[config.mk]
export PLATFORM = sky130hd
export DESIGN_NAME = ddr_ioctl_uploader_flat
export DESIGN_NICKNAME = d
export VERILOG_FILES = /design/src/rtl/ddr_ioctl_uploader_if.sv /design/src/rtl/ddr_ioctl_uploader.sv /design/src/flat_wrapper.sv
export SDC_FILE = /design/constraint.sdc
export NUM_CORES = 1
export LEC_CHECK = 0
export BUFFER_PORTS_ARGS = -buffer_cell sky130_fd_sc_hd__buf_2
export CAP_MARGIN = 20
export CORE_AREA = 3 3 176 178
export CTS_CLUSTER_SIZE = 28
export DETAILED_ROUTE_END_ITERATION = 16
export DIE_AREA = 0 0 179 181
export PLACE_DENSITY = 0.91
export SLEW_MARGIN = 20
export SYNTH_ARGS = -nofsm -noshare
export SYNTH_HDL_FRONTEND = slang
export SYNTH_SLANG_ARGS = --single-unit
export TNS_END_PERCENT = 50
[constraint.sdc]
create_clock -name clk -period 5.7 [get_ports clk]
set_clock_uncertainty 0.15 [all_clocks]
set_input_delay 1.14 -clock clk [delete_from_list [all_inputs] [get_ports clk]]
set_output_delay 1.14 -clock clk [all_outputs]
set_load 0.05 [all_outputs]
[src/rtl/ddr_ioctl_uploader_if.sv]
// rtl/ddr_ioctl_uploader_if.sv - DDR host-port bundle shared with the DDR arbiter
interface ddr_if;
  logic        acquire;
  logic [31:0] addr;
  logic        read;
  logic        write;
  logic [7:0]  byteenable;
  logic [7:0]  burstcnt;
  logic [63:0] wdata;
  logic        busy;
  logic [63:0] rdata;
  logic        rdata_ready;

  modport to_host (
    output acquire, addr, read, write, byteenable, burstcnt, wdata,
    input  busy, rdata, rdata_ready
  );

  modport to_ddr (
    input  acquire, addr, read, write, byteenable, burstcnt, wdata,
    output busy, rdata, rdata_ready
  );
endinterface

[src/rtl/ddr_ioctl_uploader.sv]
// rtl/ddr_ioctl_uploader.sv - ioctl upload of a DDR region, byte-serialized with a one-word prefetch
module ddr_ioctl_uploader #(
  parameter logic [31:0] DDR_BASE_ADDR = 32'h3000_0000,
  parameter logic [7:0]  UPLOAD_INDEX  = 8'd1
) (
  input  logic        clk,
  input  logic        reset,
  input  logic        ioctl_upload,
  input  logic [7:0]  ioctl_index,
  input  logic [24:0] ioctl_addr,
  input  logic        ioctl_rd,
  output logic [7:0]  ioctl_din,
  output logic        ioctl_wait,
  input  logic [24:0] length,
  ddr_if.to_host      ddr
);

  typedef enum logic [1:0] {IDLE, REQ, WAIT_RD, RESP} state_t;

  state_t      state_q, state_d;
  logic        upload_q, upload_d;
  logic [24:0] length_q, length_d;
  logic [63:0] cur_word_q, cur_word_d;
  logic [21:0] cur_tag_q, cur_tag_d;
  logic        cur_valid_q, cur_valid_d;
  logic [63:0] pre_word_q, pre_word_d;
  logic [21:0] pre_tag_q, pre_tag_d;
  logic        pre_valid_q, pre_valid_d;
  logic        pre_busy_q, pre_busy_d;
  logic        pf_pend_q, pf_pend_d;
  logic        dem_pend_q, dem_pend_d;
  logic [24:0] dem_addr_q, dem_addr_d;
  logic [21:0] fetch_tag_q, fetch_tag_d;
  logic        fetch_pre_q, fetch_pre_d;
  logic        discard_q, discard_d;
  logic        acquire_q, acquire_d;
  logic        read_q, read_d;
  logic [31:0] addr_q, addr_d;
  logic        wait_q, wait_d;
  logic [7:0]  din_q, din_d;

  logic        active, rise, fall, strobe;
  logic [21:0] a_tag, dem_tag;
  logic        a_oor, a_hit, a_pro, served, trig, miss_now, rd_done;

  function automatic logic [7:0] pick_byte(input logic [63:0] w, input logic [2:0] sel);
    return w[{sel, 3'b000} +: 8];
  endfunction

  // True when the word after tag still holds at least one in-range byte.
  function automatic logic next_in_range(input logic [21:0] tag, input logic [24:0] len);
    logic [22:0] nt;
    nt = {1'b0, tag} + 23'd1;
    return {nt, 3'b000} < {1'b0, len};
  endfunction

  assign active   = ioctl_upload & (ioctl_index == UPLOAD_INDEX);
  assign rise     = ioctl_upload & ~upload_q;
  assign fall     = ~ioctl_upload & upload_q;
  assign strobe   = active & ioctl_rd & ~wait_q;
  assign a_tag    = ioctl_addr[24:3];
  assign dem_tag  = dem_addr_q[24:3];
  assign a_oor    = ioctl_addr >= length_q;
  assign a_hit    = cur_valid_q & (cur_tag_q == a_tag);
  assign a_pro    = pre_valid_q & (pre_tag_q == a_tag);
  assign served   = strobe & ~a_oor & (a_hit | a_pro);
  assign trig     = served & (ioctl_addr[2:0] == 3'd0) & next_in_range(a_tag, length_q)
                  & (a_pro | ~pre_valid_q) & ~pre_busy_q;
  assign miss_now = strobe & ~a_oor & ~a_hit & ~a_pro;
  assign rd_done  = (state_q == WAIT_RD) & ~read_q & ddr.rdata_ready;

  always_comb begin
    state_d     = state_q;
    upload_d    = ioctl_upload;
    length_d    = length_q;
    cur_word_d  = cur_word_q;
    cur_tag_d   = cur_tag_q;
    cur_valid_d = cur_valid_q;
    pre_word_d  = pre_word_q;
    pre_tag_d   = pre_tag_q;
    pre_valid_d = pre_valid_q;
    pre_busy_d  = pre_busy_q;
    pf_pend_d   = pf_pend_q;
    dem_pend_d  = dem_pend_q;
    dem_addr_d  = dem_addr_q;
    fetch_tag_d = fetch_tag_q;
    fetch_pre_d = fetch_pre_q;
    discard_d   = discard_q;
    acquire_d   = acquire_q;
    read_d      = read_q;
    addr_d      = addr_q;
    wait_d      = wait_q;
    din_d       = din_q;

    if (rise) length_d = length;

    if (strobe) begin
      if (a_oor) begin
        din_d = 8'hFF;
      end else if (a_hit) begin
        din_d = pick_byte(cur_word_q, ioctl_addr[2:0]);
      end else if (a_pro) begin
        din_d       = pick_byte(pre_word_q, ioctl_addr[2:0]);
        cur_word_d  = pre_word_q;
        cur_tag_d   = pre_tag_q;
        cur_valid_d = 1'b1;
        pre_valid_d = 1'b0;
      end else begin
        wait_d     = 1'b1;
        dem_pend_d = 1'b1;
        dem_addr_d = ioctl_addr;
      end
    end

    if (trig) begin
      pf_pend_d  = 1'b1;
      pre_busy_d = 1'b1;
      pre_tag_d  = a_tag + 22'd1;
    end

    case (state_q)
      IDLE: begin
        if (pf_pend_q) begin
          pf_pend_d   = 1'b0;
          fetch_tag_d = pre_tag_q;
          fetch_pre_d = 1'b1;
          discard_d   = 1'b0;
          acquire_d   = 1'b1;
          state_d     = REQ;
        end else if (dem_pend_q) begin
          // A prefetch may have landed in the same cycle the miss was taken.
          if (pre_valid_q && pre_tag_q == dem_tag) begin
            cur_word_d  = pre_word_q;
            cur_tag_d   = pre_tag_q;
            cur_valid_d = 1'b1;
            pre_valid_d = 1'b0;
            state_d     = RESP;
          end else begin
            fetch_tag_d = dem_tag;
            fetch_pre_d = 1'b0;
            discard_d   = 1'b0;
            acquire_d   = 1'b1;
            state_d     = REQ;
          end
        end
      end
      REQ: begin
        if (!ddr.busy) begin
          addr_d  = DDR_BASE_ADDR + {7'd0, fetch_tag_q, 3'b000};
          read_d  = 1'b1;
          state_d = WAIT_RD;
        end
      end
      WAIT_RD: begin
        if (read_q && !ddr.busy) read_d = 1'b0;
        if (rd_done) begin
          if (fetch_pre_q) pre_busy_d = 1'b0;
          if (dem_pend_q) begin
            if (!discard_q && fetch_tag_q == dem_tag) begin
              cur_word_d  = ddr.rdata;
              cur_tag_d   = fetch_tag_q;
              cur_valid_d = 1'b1;
              acquire_d   = 1'b0;
              state_d     = RESP;
            end else begin
              // Wrong or stale word: drop it and chain the demand fetch.
              fetch_tag_d = dem_tag;
              fetch_pre_d = 1'b0;
              discard_d   = 1'b0;
              state_d     = REQ;
            end
          end else begin
            if (!discard_q && fetch_pre_q) begin
              pre_word_d  = ddr.rdata;
              pre_tag_d   = fetch_tag_q;
              pre_valid_d = 1'b1;
            end else if (!discard_q) begin
              cur_word_d  = ddr.rdata;
              cur_tag_d   = fetch_tag_q;
              cur_valid_d = 1'b1;
            end
            acquire_d = 1'b0;
            state_d   = IDLE;
          end
        end
      end
      RESP: begin
        din_d      = pick_byte(cur_word_q, dem_addr_q[2:0]);
        wait_d     = 1'b0;
        dem_pend_d = 1'b0;
        state_d    = IDLE;
        if (dem_addr_q[2:0] == 3'd0 && next_in_range(cur_tag_q, length_q) &&
            !pre_valid_q && !pre_busy_q) begin
          pf_pend_d  = 1'b1;
          pre_busy_d = 1'b1;
          pre_tag_d  = cur_tag_q + 22'd1;
        end
      end
      default: state_d = IDLE;
    endcase

    // End of upload: forget everything, but let an issued read run to completion.
    if (fall) begin
      cur_valid_d = 1'b0;
      pre_valid_d = 1'b0;
      pre_busy_d  = 1'b0;
      pf_pend_d   = 1'b0;
      dem_pend_d  = 1'b0;
      wait_d      = 1'b0;
      if (state_q == REQ || (state_q == WAIT_RD && !rd_done)) begin
        discard_d = 1'b1;
      end else begin
        state_d   = IDLE;
        acquire_d = 1'b0;
      end
    end
  end

  always_ff @(posedge clk) begin
    if (reset) begin
      state_q     <= IDLE;
      upload_q    <= 1'b0;
      length_q    <= '0;
      cur_word_q  <= '0;
      cur_tag_q   <= '0;
      cur_valid_q <= 1'b0;
      pre_word_q  <= '0;
      pre_tag_q   <= '0;
      pre_valid_q <= 1'b0;
      pre_busy_q  <= 1'b0;
      pf_pend_q   <= 1'b0;
      dem_pend_q  <= 1'b0;
      dem_addr_q  <= '0;
      fetch_tag_q <= '0;
      fetch_pre_q <= 1'b0;
      discard_q   <= 1'b0;
      acquire_q   <= 1'b0;
      read_q      <= 1'b0;
      addr_q      <= '0;
      wait_q      <= 1'b0;
      din_q       <= 8'h00;
    end else begin
      state_q     <= state_d;
      upload_q    <= upload_d;
      length_q    <= length_d;
      cur_word_q  <= cur_word_d;
      cur_tag_q   <= cur_tag_d;
      cur_valid_q <= cur_valid_d;
      pre_word_q  <= pre_word_d;
      pre_tag_q   <= pre_tag_d;
      pre_valid_q <= pre_valid_d;
      pre_busy_q  <= pre_busy_d;
      pf_pend_q   <= pf_pend_d;
      dem_pend_q  <= dem_pend_d;
      dem_addr_q  <= dem_addr_d;
      fetch_tag_q <= fetch_tag_d;
      fetch_pre_q <= fetch_pre_d;
      discard_q   <= discard_d;
      acquire_q   <= acquire_d;
      read_q      <= read_d;
      addr_q      <= addr_d;
      wait_q      <= wait_d;
      din_q       <= din_d;
    end
  end

  assign ioctl_din      = din_q;
  assign ioctl_wait     = wait_q | miss_now;
  assign ddr.acquire    = acquire_q;
  assign ddr.addr       = addr_q;
  assign ddr.read       = read_q;
  assign ddr.write      = 1'b0;
  assign ddr.byteenable = 8'hFF;
  assign ddr.burstcnt   = 8'd1;
  assign ddr.wdata      = 64'd0;

endmodule
[src/flat_wrapper.sv]
// flat-port wrapper written by rule: the top's interface ports become plain ports
module ddr_ioctl_uploader_flat 
#(
  parameter logic [31:0] DDR_BASE_ADDR = 32'h3000_0000,
  parameter logic [7:0]  UPLOAD_INDEX  = 8'd1
)
  (clk, reset, ioctl_upload, ioctl_index, ioctl_addr, ioctl_rd, ioctl_din, ioctl_wait, length, ddr_acquire, ddr_addr, ddr_read, ddr_write, ddr_byteenable, ddr_burstcnt, ddr_wdata, ddr_busy, ddr_rdata, ddr_rdata_ready);
  ddr_if ddr_i ();
  input  logic clk;
  input  logic reset;
  input  logic ioctl_upload;
  input  logic [7:0] ioctl_index;
  input  logic [24:0] ioctl_addr;
  input  logic ioctl_rd;
  output logic [7:0] ioctl_din;
  output logic ioctl_wait;
  input  logic [24:0] length;
  output wire logic [$bits(ddr_i.acquire)-1:0] ddr_acquire;
  output wire logic [$bits(ddr_i.addr)-1:0] ddr_addr;
  output wire logic [$bits(ddr_i.read)-1:0] ddr_read;
  output wire logic [$bits(ddr_i.write)-1:0] ddr_write;
  output wire logic [$bits(ddr_i.byteenable)-1:0] ddr_byteenable;
  output wire logic [$bits(ddr_i.burstcnt)-1:0] ddr_burstcnt;
  output wire logic [$bits(ddr_i.wdata)-1:0] ddr_wdata;
  input wire logic [$bits(ddr_i.busy)-1:0] ddr_busy;
  input wire logic [$bits(ddr_i.rdata)-1:0] ddr_rdata;
  input wire logic [$bits(ddr_i.rdata_ready)-1:0] ddr_rdata_ready;
  assign ddr_acquire = ddr_i.acquire;
  assign ddr_addr = ddr_i.addr;
  assign ddr_read = ddr_i.read;
  assign ddr_write = ddr_i.write;
  assign ddr_byteenable = ddr_i.byteenable;
  assign ddr_burstcnt = ddr_i.burstcnt;
  assign ddr_wdata = ddr_i.wdata;
  assign ddr_i.busy = ddr_busy;
  assign ddr_i.rdata = ddr_rdata;
  assign ddr_i.rdata_ready = ddr_rdata_ready;
  ddr_ioctl_uploader #(.DDR_BASE_ADDR(DDR_BASE_ADDR), .UPLOAD_INDEX(UPLOAD_INDEX)) u_core (.clk(clk), .reset(reset), .ioctl_upload(ioctl_upload), .ioctl_index(ioctl_index), .ioctl_addr(ioctl_addr), .ioctl_rd(ioctl_rd), .ioctl_din(ioctl_din), .ioctl_wait(ioctl_wait), .length(length), .ddr(ddr_i));
endmodule
==> results.md <==
- The flow ran to the end, and the final reports show no timing, DRC or antenna violations.
- For this design the static power due to leakage is a little under 7 nW.
- The post-CTS resize count is 0.
- The effective utilization at floorplan is 0.574.
- The most frequent standard cell in the layout excluding fill and tap cells is nand2_1.
- The largest driver fanout on the critical path is 6.
- STA classifies the critical path endpoint as an output port.
- The final clock period utilization by the worst path is 0.846.
- The total of fill cells in the finished design is approximately 2400.
- Sorting the synthesized cells by area gives the leading types as dfxtp_1 (34%), nand2_1 (10%), mux4_2 (6.4%).
- The critical path crosses 10 cells after its start point.
- The die width is ~180 µm.
- The required time at the endpoint of the critical path is between 4 and 5 ns.
- The unique cell type count in the Yosys netlist is 64.
- Entering global routing, the biggest net connects roughly 130 pins.
- The depth of the worst register-to-register path is 13.
- In the global route stage, overall resource usage came out at 0.304.
- The Yosys warning count is 0.
- After detailed routing, the number of remaining DRC violations is 0.
- The number of buffers created by CTS is 29.
- The total congestion overflow after global routing is 0.
- After synthesis the netlist holds a flip-flop and latch count of between 200 and 300.
- The H-tree depth reported by CTS is 1.
- The count of vias placed by the detailed router is ~15000.
- The floorplan has 63 rows.
- Among all flip-flop cells after synthesis, the most frequent one is dfxtp_1.
- The final count of hold timing violations is 0.
- The region available for standard cell placement spans around 30000 µm².
- Setup violations remaining at the end of the flow were counted as 0.
- After detailed routing, the number of vias per cell comes to around 6.0.
- Dividing the detail-routed wire length by the instance count gives approximately 20 µm.
- The clock tree from TritonCTS is built.
- The number of flops mapped to enable cells by yosys is 0.
- The first global-routing pass estimated between 70000 and 80000 µm of wire.
- The endpoint of the worst register-to-register path is u_core.pre_tag_q[16].
- The category of the most critical setup path is in2out.
- The library cells used most frequently in the layout, excluding fill and tap cells, are nand2_1 (454), dfxtp_1 (287), buf_2 (161).
- The share of the Yosys chip area taken by registers is 0.339.
- The initial antenna violation count is 4.
- The maximum root-to-sink buffer count is 3.
- The largest single stage delay on the critical path is about 0.42 ns.
- The worst setup path is launched from a primary input.
- STA puts the critical path data arrival time at between 3 and 4 ns.
- Traced cell by cell, the critical path runs through buf_2 > ha_1 > a21oi_1 > o21ai_0 > a2111oi_0 > o211a_1 > o21bai_1 > nor2_2 > or2_2 > buf_2.
- The total of max-cap violations is 0.
- The count of final max-slew check failures is 0.
- In this run the post-CTS setup repair buffer count came out at 0.
- The clock slew seen by the registers of the worst setup and hold paths is around 0.06 ns.
- The launching instance or port of the critical path is ioctl_addr[8].
- The wire length after detailed routing is just over 50000 µm.
- For this run, asynchronously set or reset flops after synthesis account for 0.
- Relative to the synthesized area, the layout overhead comes to 9.83%.
- The setup TNS is 0 ns.
- The master cell of the clock root buffer is clkbuf_16.
- The worst register-to-register path begins at u_core.cur_tag_q[2].
- The instance count of the mapped netlist is 2061.
- Setup repair after global routing left no endpoint under its margin.
- In this run the tightest slew margin relative to its limit is 0.213.
- The kind of cell with the highest combined delay along the critical path is compound AO/OA/AOI/OAI gates.
- The peak supply drop is 0.181 mV.
- The clock reaches the later pin of the worst-skew pair after roughly 0.58 ns.
- The antenna violation net count after detailed routing is 0.
- The buffering stage count on the worst path with inverters included is 2.
- The worst setup path endpoint is ioctl_wait.
- The via count of the first global-routing pass is approximately 15000.
- Input and output buffers added on the ports amount to 162.
- The highest-delay cell along the critical path is a2111oi_0.
- Once layout is complete, the utilization of the core stands at 0.630.
- The count of clock tree sinks is between 200 and 300.
- Measured along the y axis, the die boundary spans ~180 µm.
- The hold buffer count at cts is 0.
- The most frequent cell on the critical path is buf_2.
- The total power density per cell area is roughly 240 nW/µm².
- The maximum operating frequency is around 0.21 GHz.
- The area fraction of the dominant cell type after synthesis is 0.339.
- The reg-to-reg setup timing slack is roughly 0.9 ns.
- The post-route minimum period is slightly below 5 ns.
- The fraction of final layout cells with drive strength greater than 1 is 0.139.
- A synthesized cell averages 8.23 µm².
- The net total in the final layout is approximately 2300.
- In this run, the number of DRC markers left after iteration 0 of detailed routing was about 1800.
- The final RePlAce weighted congestion is between 0.9 and 1.
- The HPWL after detailed placement is roughly 37000 µm.
- The count of TritonRoute iterations in the first routing pass is 6.
- The die covers between 30000 and 40000 µm².
- The transition at the pin with the smallest max-transition slack is between 1 and 1.5 ns.
- The path type of the worst min-delay path is reg2reg.
- ~250 I/O pins were placed.
- The largest total area in the synthesized netlist belongs to dfxtp_1.
- The synthesized area is 17000 µm².
- The worst hold slack after final layout is 0.302 ns.
worst min-delay path by stage:
stage / from / end / slack [ns] / depth (start not counted)
floorplan: u_core.length_q[10] / u_core.length_q[10] / 0.29 / 2
global placement: u_core.ddr.addr[24] / u_core.ddr.addr[24] / 0.29 / 2
detailed placement: u_core.ddr.addr[9] / u_core.ddr.addr[9] / 0.30 / 2
CTS: u_core.ddr.addr[9] / u_core.ddr.addr[9] / 0.30 / 2
global route: u_core.length_q[21] / u_core.length_q[21] / 0.33 / 2
finish: u_core.ddr.addr[9] / u_core.ddr.addr[9] / 0.30 / 2
report_power, final:
part           leakage [nW]  internal (mW)  total (mW)  switching [mW]
Clock                 0.500           1.23        2.08           0.851
Combinational          4.02          0.121       0.456           0.335
Sequential             2.31           2.02        2.02         0.00558
tightest hold or removal path: stages, from the launching register on:
cell	delay, ns
dfxtp_1	0.31
nand2_1	0.05
a21oi_1	0.05
through the flow:
stage          setup WS (ns)  std cells  power [mW]  instance area, µm²
3_5_place_dp           0.496       2490        2.51               17600
5_1_grt                0.481       2547        4.69               18600
2_1_floorplan          0.949       2148        2.44               17300
6_report               0.878       2547        4.56               18600
3_3_place_gp           0.669       2490        2.50               17600
4_1_cts                0.920       2543        4.56               18600
Yosys cell counts, drive strengths merged, types with 9 or more instances:
cell and number:
nand2b 9, a22oi 32, inv 121, dfxtp 287, mux4 48, a32o 9, ha 75, a211oi 28
clkbuf 103, xnor2 97, a21oi 145, mux2i 76, o22ai 18, xor2 31, o211ai 89, nor2b 14
nand4 44, nor4 11, buf 128, nor2 91, nand3 34, nand2 454, o21ai 24, nor3 12
logic make-up (layout without fill, tap and decap cells):
| group | count (synthesis) | after routing | share of synthesized area |
|---|---|---|---|
| buffers and inverters | 352 | 357 | 0.101 |
| DFF | 287 | 287 | 0.339 |
| muxes | 124 | 124 | 0.109 |
| and+or+nand+nor | 705 | 705 | 0.180 |
| xor gates and xnor gates | 128 | 128 | 0.0665 |
| AOI/OAI and AO/OA | 388 | 388 | 0.149 |
| adders and majority gates | 75 | 75 | 0.0553 |
| other | 2 | 93 | 0.000443 |
layer usage:
metal	vias to the layer above	global-route usage	part of all wire
met5	-	0	0
met4	0	0.106	0.034
met3	138	0.0633	0.12
met2	1015	0.456	0.44
met1	7151	0.434	0.41
li1	7092	-	-
state kept, by name (all words and copies together), names as in the netlist:
register and flops:
u_core.pre_valid_q 1, u_core.upload_q 1, u_core.cur_word_q 64, u_core.pre_busy_q 1, u_core.ddr.addr 23, u_core.dem_addr_q 25
u_core.ddr.read 1, u_core.pf_pend_q 1, u_core.state_q 2, u_core.pre_tag_q 22, u_core.discard_q 1, u_core.fetch_tag_q 22
u_core.length_q 25, u_core.cur_tag_q 22, u_core.ddr.acquire 1, u_core.dem_pend_q 1, u_core.fetch_pre_q 1, u_core.cur_valid_q 1
u_core.ioctl_din 8, u_core.pre_word_q 64
cell type report:
type                       count  area, µm²  share of cell area
tap                          390        488              0.0262
clock buffer                  41        851              0.0457
multi-input combinational   1509       9880               0.530
inverter                     121        454              0.0244
timing repair buffer         183       1010              0.0543
clock inverter                12        193              0.0103
antenna                        4       10.0            0.000537
sequential                   287       5750               0.308
(Power assumes the default switching activity.)
